<file path="src/rtl/operand_fetch_if.sv">
// Decode-to-execute pipeline handshake bundle for the operand-fetch stage.
// The slave side is the stage itself; the master side is decode plus execute.
interface operand_fetch_if #(
  parameter int unsigned ADDR_W = 5,
  parameter int unsigned DATA_W = 32
);

  // Decode side
  logic              in_valid;
  logic              in_ready;
  logic [ADDR_W-1:0] in_rs1;
  logic [ADDR_W-1:0] in_rs2;
  logic [ADDR_W-1:0] in_rd;

  // Execute side
  logic              out_valid;
  logic              out_ready;
  logic [DATA_W-1:0] out_op1;
  logic [DATA_W-1:0] out_op2;
  logic [ADDR_W-1:0] out_rd;
  logic              out_fault;

  modport master (
    output in_valid, in_rs1, in_rs2, in_rd, out_ready,
    input  in_ready, out_valid, out_op1, out_op2, out_rd, out_fault
  );

  modport slave (
    input  in_valid, in_rs1, in_rs2, in_rd, out_ready,
    output in_ready, out_valid, out_op1, out_op2, out_rd, out_fault
  );

endinterface

</file>
<file path="src/rtl/operand_fetch.sv">
// Register-read stage: issues register-file reads, realigns the 1-cycle read
// data with the instruction, forwards writes the register file has not yet
// exposed, applies the access-key check and hands operands to execute.
module operand_fetch #(
  parameter int unsigned ADDR_W = 5,
  parameter int unsigned DATA_W = 32,
  parameter logic [15:0] KEY    = 16'h0032
) (
  input  logic              clk,
  input  logic              rst_n,
  operand_fetch_if.slave    pipe,
  output logic [ADDR_W-1:0] reg1,
  output logic [ADDR_W-1:0] reg2,
  input  logic [DATA_W-1:0] read_reg1,
  input  logic [DATA_W-1:0] read_reg2,
  input  logic [ADDR_W-1:0] address_mem,
  input  logic [DATA_W-1:0] write_data_mem,
  input  logic [ADDR_W-1:0] address_alu,
  input  logic [DATA_W-1:0] write_data_alu,
  input  logic [15:0]       key_access
);

  // Stage A: read in flight
  logic              a_valid_q;
  logic [ADDR_W-1:0] a_rs1_q, a_rs2_q, a_rd_q;

  // Writes presented last cycle; the registered read data does not include them
  logic [ADDR_W-1:0] pw_mem_addr_q, pw_alu_addr_q;
  logic [DATA_W-1:0] pw_mem_data_q, pw_alu_data_q;

  // Stage B: output register
  logic              b_valid_q;
  logic [DATA_W-1:0] b_op1_q, b_op2_q;
  logic [ADDR_W-1:0] b_rd_q;
  logic              b_fault_q;

  logic              a_adv;
  logic              in_fire;
  logic              fault;
  logic [DATA_W-1:0] op1, op2;

  // ALU port wins over the memory port, matching the register file's own priority
  function automatic logic [DATA_W-1:0] fwd(
    input logic [ADDR_W-1:0] rs,
    input logic [DATA_W-1:0] rf_data,
    input logic [ADDR_W-1:0] alu_addr,
    input logic [DATA_W-1:0] alu_data,
    input logic [ADDR_W-1:0] mem_addr,
    input logic [DATA_W-1:0] mem_data
  );
    if (rs == '0)            return '0;
    else if (alu_addr == rs) return alu_data;
    else if (mem_addr == rs) return mem_data;
    else                     return rf_data;
  endfunction

  // Handshake, read-address steering and operand formation
  always_comb begin
    a_adv         = a_valid_q && (!b_valid_q || pipe.out_ready);
    pipe.in_ready = !a_valid_q || a_adv;
    in_fire       = pipe.in_valid && pipe.in_ready;
    // A stalled entry re-reads every cycle so late writes keep flowing in
    reg1          = in_fire ? pipe.in_rs1 : a_rs1_q;
    reg2          = in_fire ? pipe.in_rs2 : a_rs2_q;
    op1           = fwd(a_rs1_q, read_reg1, pw_alu_addr_q, pw_alu_data_q,
                        pw_mem_addr_q, pw_mem_data_q);
    op2           = fwd(a_rs2_q, read_reg2, pw_alu_addr_q, pw_alu_data_q,
                        pw_mem_addr_q, pw_mem_data_q);
    fault         = (key_access != KEY);
  end

  // Snoop both register-file write ports every cycle
  always_ff @(posedge clk or negedge rst_n) begin
    if (!rst_n) begin
      pw_mem_addr_q <= '0;
      pw_mem_data_q <= '0;
      pw_alu_addr_q <= '0;
      pw_alu_data_q <= '0;
    end else begin
      pw_mem_addr_q <= address_mem;
      pw_mem_data_q <= write_data_mem;
      pw_alu_addr_q <= address_alu;
      pw_alu_data_q <= write_data_alu;
    end
  end

  // Stage A: accept from decode, release when B can take the entry
  always_ff @(posedge clk or negedge rst_n) begin
    if (!rst_n) begin
      a_valid_q <= 1'b0;
      a_rs1_q   <= '0;
      a_rs2_q   <= '0;
      a_rd_q    <= '0;
    end else if (in_fire) begin
      a_valid_q <= 1'b1;
      a_rs1_q   <= pipe.in_rs1;
      a_rs2_q   <= pipe.in_rs2;
      a_rd_q    <= pipe.in_rd;
    end else if (a_adv) begin
      a_valid_q <= 1'b0;
    end
  end

  // Stage B: load from A, hold under backpressure, drop when drained
  always_ff @(posedge clk or negedge rst_n) begin
    if (!rst_n) begin
      b_valid_q <= 1'b0;
      b_op1_q   <= '0;
      b_op2_q   <= '0;
      b_rd_q    <= '0;
      b_fault_q <= 1'b0;
    end else if (a_adv) begin
      b_valid_q <= 1'b1;
      b_op1_q   <= fault ? '0 : op1;
      b_op2_q   <= fault ? '0 : op2;
      b_rd_q    <= a_rd_q;
      b_fault_q <= fault;
    end else if (b_valid_q && pipe.out_ready) begin
      b_valid_q <= 1'b0;
    end
  end

  assign pipe.out_valid = b_valid_q;
  assign pipe.out_op1   = b_op1_q;
  assign pipe.out_op2   = b_op2_q;
  assign pipe.out_rd    = b_rd_q;
  assign pipe.out_fault = b_fault_q;

endmodule

</file>
<file path="src/flat_wrapper.sv">
// flat-port wrapper written by rule: the top's interface ports become plain ports
module operand_fetch_flat 
#(
  parameter int unsigned ADDR_W = 5,
  parameter int unsigned DATA_W = 32,
  parameter logic [15:0] KEY    = 16'h0032
)
  (clk, rst_n, reg1, reg2, read_reg1, read_reg2, address_mem, write_data_mem, address_alu, write_data_alu, key_access, pipe_in_valid, pipe_in_rs1, pipe_in_rs2, pipe_in_rd, pipe_out_ready, pipe_in_ready, pipe_out_valid, pipe_out_op1, pipe_out_op2, pipe_out_rd, pipe_out_fault);
  operand_fetch_if #(.ADDR_W(ADDR_W), .DATA_W(DATA_W)) pipe_i ();
  input  logic clk;
  input  logic rst_n;
  output logic [ADDR_W-1:0] reg1;
  output logic [ADDR_W-1:0] reg2;
  input  logic [DATA_W-1:0] read_reg1;
  input  logic [DATA_W-1:0] read_reg2;
  input  logic [ADDR_W-1:0] address_mem;
  input  logic [DATA_W-1:0] write_data_mem;
  input  logic [ADDR_W-1:0] address_alu;
  input  logic [DATA_W-1:0] write_data_alu;
  input  logic [15:0] key_access;
  input wire logic [$bits(pipe_i.in_valid)-1:0] pipe_in_valid;
  input wire logic [$bits(pipe_i.in_rs1)-1:0] pipe_in_rs1;
  input wire logic [$bits(pipe_i.in_rs2)-1:0] pipe_in_rs2;
  input wire logic [$bits(pipe_i.in_rd)-1:0] pipe_in_rd;
  input wire logic [$bits(pipe_i.out_ready)-1:0] pipe_out_ready;
  output wire logic [$bits(pipe_i.in_ready)-1:0] pipe_in_ready;
  output wire logic [$bits(pipe_i.out_valid)-1:0] pipe_out_valid;
  output wire logic [$bits(pipe_i.out_op1)-1:0] pipe_out_op1;
  output wire logic [$bits(pipe_i.out_op2)-1:0] pipe_out_op2;
  output wire logic [$bits(pipe_i.out_rd)-1:0] pipe_out_rd;
  output wire logic [$bits(pipe_i.out_fault)-1:0] pipe_out_fault;
  assign pipe_i.in_valid = pipe_in_valid;
  assign pipe_i.in_rs1 = pipe_in_rs1;
  assign pipe_i.in_rs2 = pipe_in_rs2;
  assign pipe_i.in_rd = pipe_in_rd;
  assign pipe_i.out_ready = pipe_out_ready;
  assign pipe_in_ready = pipe_i.in_ready;
  assign pipe_out_valid = pipe_i.out_valid;
  assign pipe_out_op1 = pipe_i.out_op1;
  assign pipe_out_op2 = pipe_i.out_op2;
  assign pipe_out_rd = pipe_i.out_rd;
  assign pipe_out_fault = pipe_i.out_fault;
  operand_fetch #(.ADDR_W(ADDR_W), .DATA_W(DATA_W), .KEY(KEY)) u_core (.clk(clk), .rst_n(rst_n), .pipe(pipe_i), .reg1(reg1), .reg2(reg2), .read_reg1(read_reg1), .read_reg2(read_reg2), .address_mem(address_mem), .write_data_mem(write_data_mem), .address_alu(address_alu), .write_data_alu(write_data_alu), .key_access(key_access));
endmodule
</file>
<file path="config.mk">
export PLATFORM = sky130hd
export DESIGN_NAME = operand_fetch_flat
export DESIGN_NICKNAME = d
export VERILOG_FILES = /design/src/rtl/operand_fetch_if.sv /design/src/rtl/operand_fetch.sv /design/src/flat_wrapper.sv
export SDC_FILE = /design/constraint.sdc
export NUM_CORES = 1
export LEC_CHECK = 0
export BUFFER_PORTS_ARGS = -buffer_cell sky130_fd_sc_hd__buf_4
export CELL_PAD_IN_SITES_DETAIL_PLACEMENT = 0
export CELL_PAD_IN_SITES_GLOBAL_PLACEMENT = 1
export CORE_MARGIN = 1.5
export CORE_UTILIZATION = 38
export DETAILED_ROUTE_END_ITERATION = 7
export PLACE_DENSITY = 0.87
export SLEW_MARGIN = 10
export SYNTH_ARGS = -nofsm -noshare
export SYNTH_HDL_FRONTEND = slang
export SYNTH_SLANG_ARGS = --single-unit
</file>
<file path="constraint.sdc">
create_clock -name clk -period 1.85 [get_ports clk]
set_input_delay 0.37 -clock clk [delete_from_list [all_inputs] [get_ports clk]]
set_output_delay 0.37 -clock clk [all_outputs]
set_load 0.005 [all_outputs]
</file>
==> flow_metrics.py <==
metrics = {
    "global_routing": {
        "antenna_found_initial": 0,
        "grt_max_degree": 72,
        "grt_busiest_layer": "met2",
        "grtUsageMet3": 0.0708,
        "grt_first_pass_wirelength_mm": 34.9,
        "global_route.usage.met2": 0.386,
        "grt.met1_usage": 0.287,
        "grt_pass1_vias": 6323,
        "gr-usage-all-layers": 0.233,
        "gr-total-overflow": 0,
    },
    "cts": {
        "cts.htree.levels": 4,
        "cts.root.buffer_cell": "sky130_fd_sc_hd__clkbuf_16",
        "clk-insertion-delay-late_ns": 0.43,
        "cts_buffer_depth": 2,
        "clk_transition_reported_paths_ns": 0.07,
        "cts-buffers-inserted": 17,
        "tritoncts": "done",
        "cts.sinks": 161,
    },
    "placed_design": {
        "io_buffer_count": 254,
        "post_dp_cell_area_mm2": 0.00958,
        "dp_slack_ns": -0.170,
        "globalplace.congestion": 0.786,
        "dp_hpwl_mm": 15.7,
    },
    "yosys": {
        "synth_xor_area_frac": 0.0245,
        "most_used_flip_flop_cell_after_synthesis": "sky130_fd_sc_hd__dfrtp_1",
        "ys.warnings.count": 0,
        "muxShareOfSynthArea": 0.0315,
        "average_cell_area_after_synthesis_um2": 11.9,
        "synthesized_area_fraction_occupied_by_ao_oa_aoi_and_oai_cells": 0.245,
        "synth_simple_gate_area_frac": 0.0982,
        "synth_enable_flop_cells": 0,
        "synth_async_sr_flop_share": 1.00,
        "syn-instance-count": 600,
        "synth_top_family_by_area": "compound AO/OA/AOI/OAI gates",
        "syn-cell-area_mm2": 0.00715,
        "synth_seq_area_share": 0.564,
        "postSynthNetCount": 773,
        "synth_fa_ha_area_frac": 0,
        "synth.distinct_cells": 30,
        "postSynthRegisterBits": 161,
    },
    "timing": {
        "report.final.setup_viol": 10,
        "final_hold_viol_count": 0,
        "maxClockFrequency_ghz": 0.489,
        "worst_clock_skew_ns": 0.00842,
        "max-slew-margin-rel": 0.731,
        "layout_min_cycle_time_ns": 2.05,
        "fin_crit_sh": 1.11,
        "setup_total_negative_slack_ns": -1.81,
        "setup_slack_ns": -0.197,
        "final-max-slew-violation-count": 0,
        "tightest_slew_ns": 0.403,
        "unrepaired_setup_endpoints_after_global_routing": "true",
    },
    "worst_setup_path": {
        "timing.critical_path.fanout_max": 11,
        "timing.critical_path.arrival_ns": 1.68,
        "worstSetupEndpointType": "output port",
        "critical_path.startpoint_type": "flip-flop",
        "critical_path_required_ns": 1.48,
        "r2r_setup_slack_ns": 0.08,
        "worstSetupStartpoint": "u_core.pipe.out_valid",
        "path_class": "flip-flop to output port",
        "worst_reg2reg_path_startpoint": "u_core.a_rs1_q[0]",
    },
    "power_and_ir_drop": {
        "max-vdd-ir-drop_mv": 0.640,
        "p_leak_nw": 4.81,
        "power_per_cell_area_mw_per_mm2": 877,
        "switching_share": 0.272,
        "power.internal_mw": 6.58,
        "p_comb_frac": 0.171,
        "clkPwrFrac": 0.407,
        "p_sw_mw": 2.46,
        "sequential_power_share": 0.422,
        "fin_total_pwr_mw": 9.04,
    },
    "final_layout": {
        "finish.instance_area_mm2": 0.0103,
        "final_net_count": 1043,
        "n_antenna_cell": 0,
        "number_of_filler_cells_placed_in_the_layout": 1565,
        "layout-drive-gt1-share": 0.481,
        "syn2layout_area_growth_pct": 44.1,
        "final_core_util": 0.566,
    },
    "min_path": {
        "hold_path.startpoint": "write_data_mem[10]",
        "min_delay_path_class": "input port to flip-flop",
    },
    "detailed_routing": {
        "drc": 0,
        "detail-route-antenna-nets": 0,
        "drt-pass1-iter-count": 5,
        "route.vias.total": 5958,
        "vias_per_cell": 5.36,
        "route.detailed.wl_per_inst_um": 20.1,
        "totalWireLength_mm": 22.3,
        "drt-initial-drc-count": 332,
    },
    "status": {
        "result_of_the_run": "finished, violations left",
        "violated_checks": "setup timing",
    },
    "die": {
        "placement_rows": 49,
        "initial_utilization": 0.393,
        "core_region_area_mm2": 0.0182,
        "dieHeight_um": 140,
        "die_footprint_mm2": 0.0196,
        "die_width_um": 140,
        "io_pins": 255,
    },
    "job": {
        "max_cap_violations": 0,
    },
}
[metal layers]
metal,vias up,wire (um)
met4,0,529
met5,-,0
met1,2936,8970
met2,268,11200
met3,43,1630
li1,2711,-
[cell families (layout without fill, tap and decap cells)]
family                 Yosys count  after routing
AO/OA/AOI/OAI                  193            193
XOR/XNOR                        20             20
buffers and inverters           47            330
flip-flops                     161            161
multiplexers                    20             20
AND/OR/NAND/NOR                159            159
[cell usage after synthesis (3+ instances only)]
library cell	n	area, um2
sky130_fd_sc_hd__o31ai_1	33	248
sky130_fd_sc_hd__buf_6	9	101
sky130_fd_sc_hd__a21boi_0	61	458
sky130_fd_sc_hd__nor2_1	69	259
sky130_fd_sc_hd__a211oi_1	34	255
sky130_fd_sc_hd__o31ai_2	31	388
sky130_fd_sc_hd__nand2_1	68	255
sky130_fd_sc_hd__nand2b_1	3	18.8
sky130_fd_sc_hd__nor3_4	3	48.8
sky130_fd_sc_hd__dfrtp_1	161	4030
sky130_fd_sc_hd__xnor2_1	6	52.6
sky130_fd_sc_hd__clkbuf_1	26	97.6
sky130_fd_sc_hd__a211oi_2	30	375
sky130_fd_sc_hd__buf_2	10	50.1
sky130_fd_sc_hd__mux2_2	20	225
sky130_fd_sc_hd__xor2_1	14	123
[layout by cell type, fill, tap and decap left out, types with 2 or more instances in the layout]
cell type and count:
sky130_fd_sc_hd__a211oi_1 34, sky130_fd_sc_hd__a211oi_2 30, sky130_fd_sc_hd__a21boi_0 61, sky130_fd_sc_hd__and2_4 2, sky130_fd_sc_hd__and3_1 2, sky130_fd_sc_hd__buf_12 15
sky130_fd_sc_hd__buf_4 272, sky130_fd_sc_hd__buf_6 9, sky130_fd_sc_hd__bufinv_16 3, sky130_fd_sc_hd__clkbuf_16 17, sky130_fd_sc_hd__clkinv_2 4, sky130_fd_sc_hd__clkinvlp_4 3
sky130_fd_sc_hd__dfrtp_1 160, sky130_fd_sc_hd__inv_6 3, sky130_fd_sc_hd__inv_8 2, sky130_fd_sc_hd__mux2_2 17, sky130_fd_sc_hd__mux2_4 3, sky130_fd_sc_hd__nand2_1 66
sky130_fd_sc_hd__nand2_2 2, sky130_fd_sc_hd__nand2b_1 3, sky130_fd_sc_hd__nand4_1 2, sky130_fd_sc_hd__nor2_1 67, sky130_fd_sc_hd__nor2_4 2, sky130_fd_sc_hd__nor3_4 3
sky130_fd_sc_hd__nor4b_1 2, sky130_fd_sc_hd__o21ai_4 2, sky130_fd_sc_hd__o31ai_1 33, sky130_fd_sc_hd__o31ai_2 31, sky130_fd_sc_hd__or4_1 2, sky130_fd_sc_hd__xnor2_1 6
sky130_fd_sc_hd__xor2_1 14
[per-stage QoR]
stage | hold slack (ns) | instances
floorplan | 0.0744 | 600
global placement | 0.303 | 1074
detailed placement | 0.307 | 1074
CTS | 0.0205 | 1108
global route | 0.00811 | 1112
finish | 0.0353 | 1112
[timing repair]
action / in CTS / in global routing
setup buffers: 1 / 4
setup endpoints to repair: 26 / 56
pin swaps: 1 / 13
gates resized for setup: 8 / 13
hold buffers: 1 / 0
hold endpoints to repair: 35 / 0
[final timing paths]
| kind | to | depth (start not counted) |
|---|---|---|
| min in group asynchronous | u_core.a_rs1_q[3] | 2 |
| max in group asynchronous | u_core.pw_alu_data_q[20] | 3 |
| max | reg1[2] | 5 |
| min reg2reg | u_core.pipe.out_op2[17] | 2 |
| max reg2reg | u_core.pipe.out_op1[30] | 6 |
| min | u_core.pw_mem_data_q[10] | 1 |
[power groups by stage]
stage	registers [mW]	logic, mW	clock network, mW
after floorplan	3.85	0.663	0
after global placement	3.87	1.49	0
after detailed placement	3.87	1.51	0
after CTS	3.81	1.53	3.74
after global routing	3.83	1.67	3.90
final	3.81	1.55	3.68
[state kept, by name, indices dropped and copies added (netlist names)]
signal,flops
u_core.a_valid_q,1
u_core.pipe.out_valid,1
u_core.pipe.out_rd,5
u_core.pw_alu_data_q,32
u_core.pw_mem_addr_q,5
u_core.pipe.out_op1,32
u_core.pw_alu_addr_q,5
u_core.a_rs2_q,5
u_core.pw_mem_data_q,32
u_core.pipe.out_fault,1
u_core.a_rd_q,5
u_core.pipe.out_op2,32
u_core.a_rs1_q,5
[layout make-up]
cell class,instances,area (um2),area share
timing repair buffer,298,2470,0.240
multi-input combinational,392,2910,0.283
tap,229,287,0.0278
clock buffer,17,425,0.0413
clock inverter,15,181,0.0176
sequential,161,4030,0.391
[critical path, stage by stage (launching register included)]
cell	delay, ns
sky130_fd_sc_hd__dfrtp_1	0.37
sky130_fd_sc_hd__nand3b_1	0.13
sky130_fd_sc_hd__nand2_2	0.11
sky130_fd_sc_hd__buf_12	0.14
sky130_fd_sc_hd__mux2_2	0.35
sky130_fd_sc_hd__buf_4	0.14
Note: power is estimated with default switching activity, not from simulation.
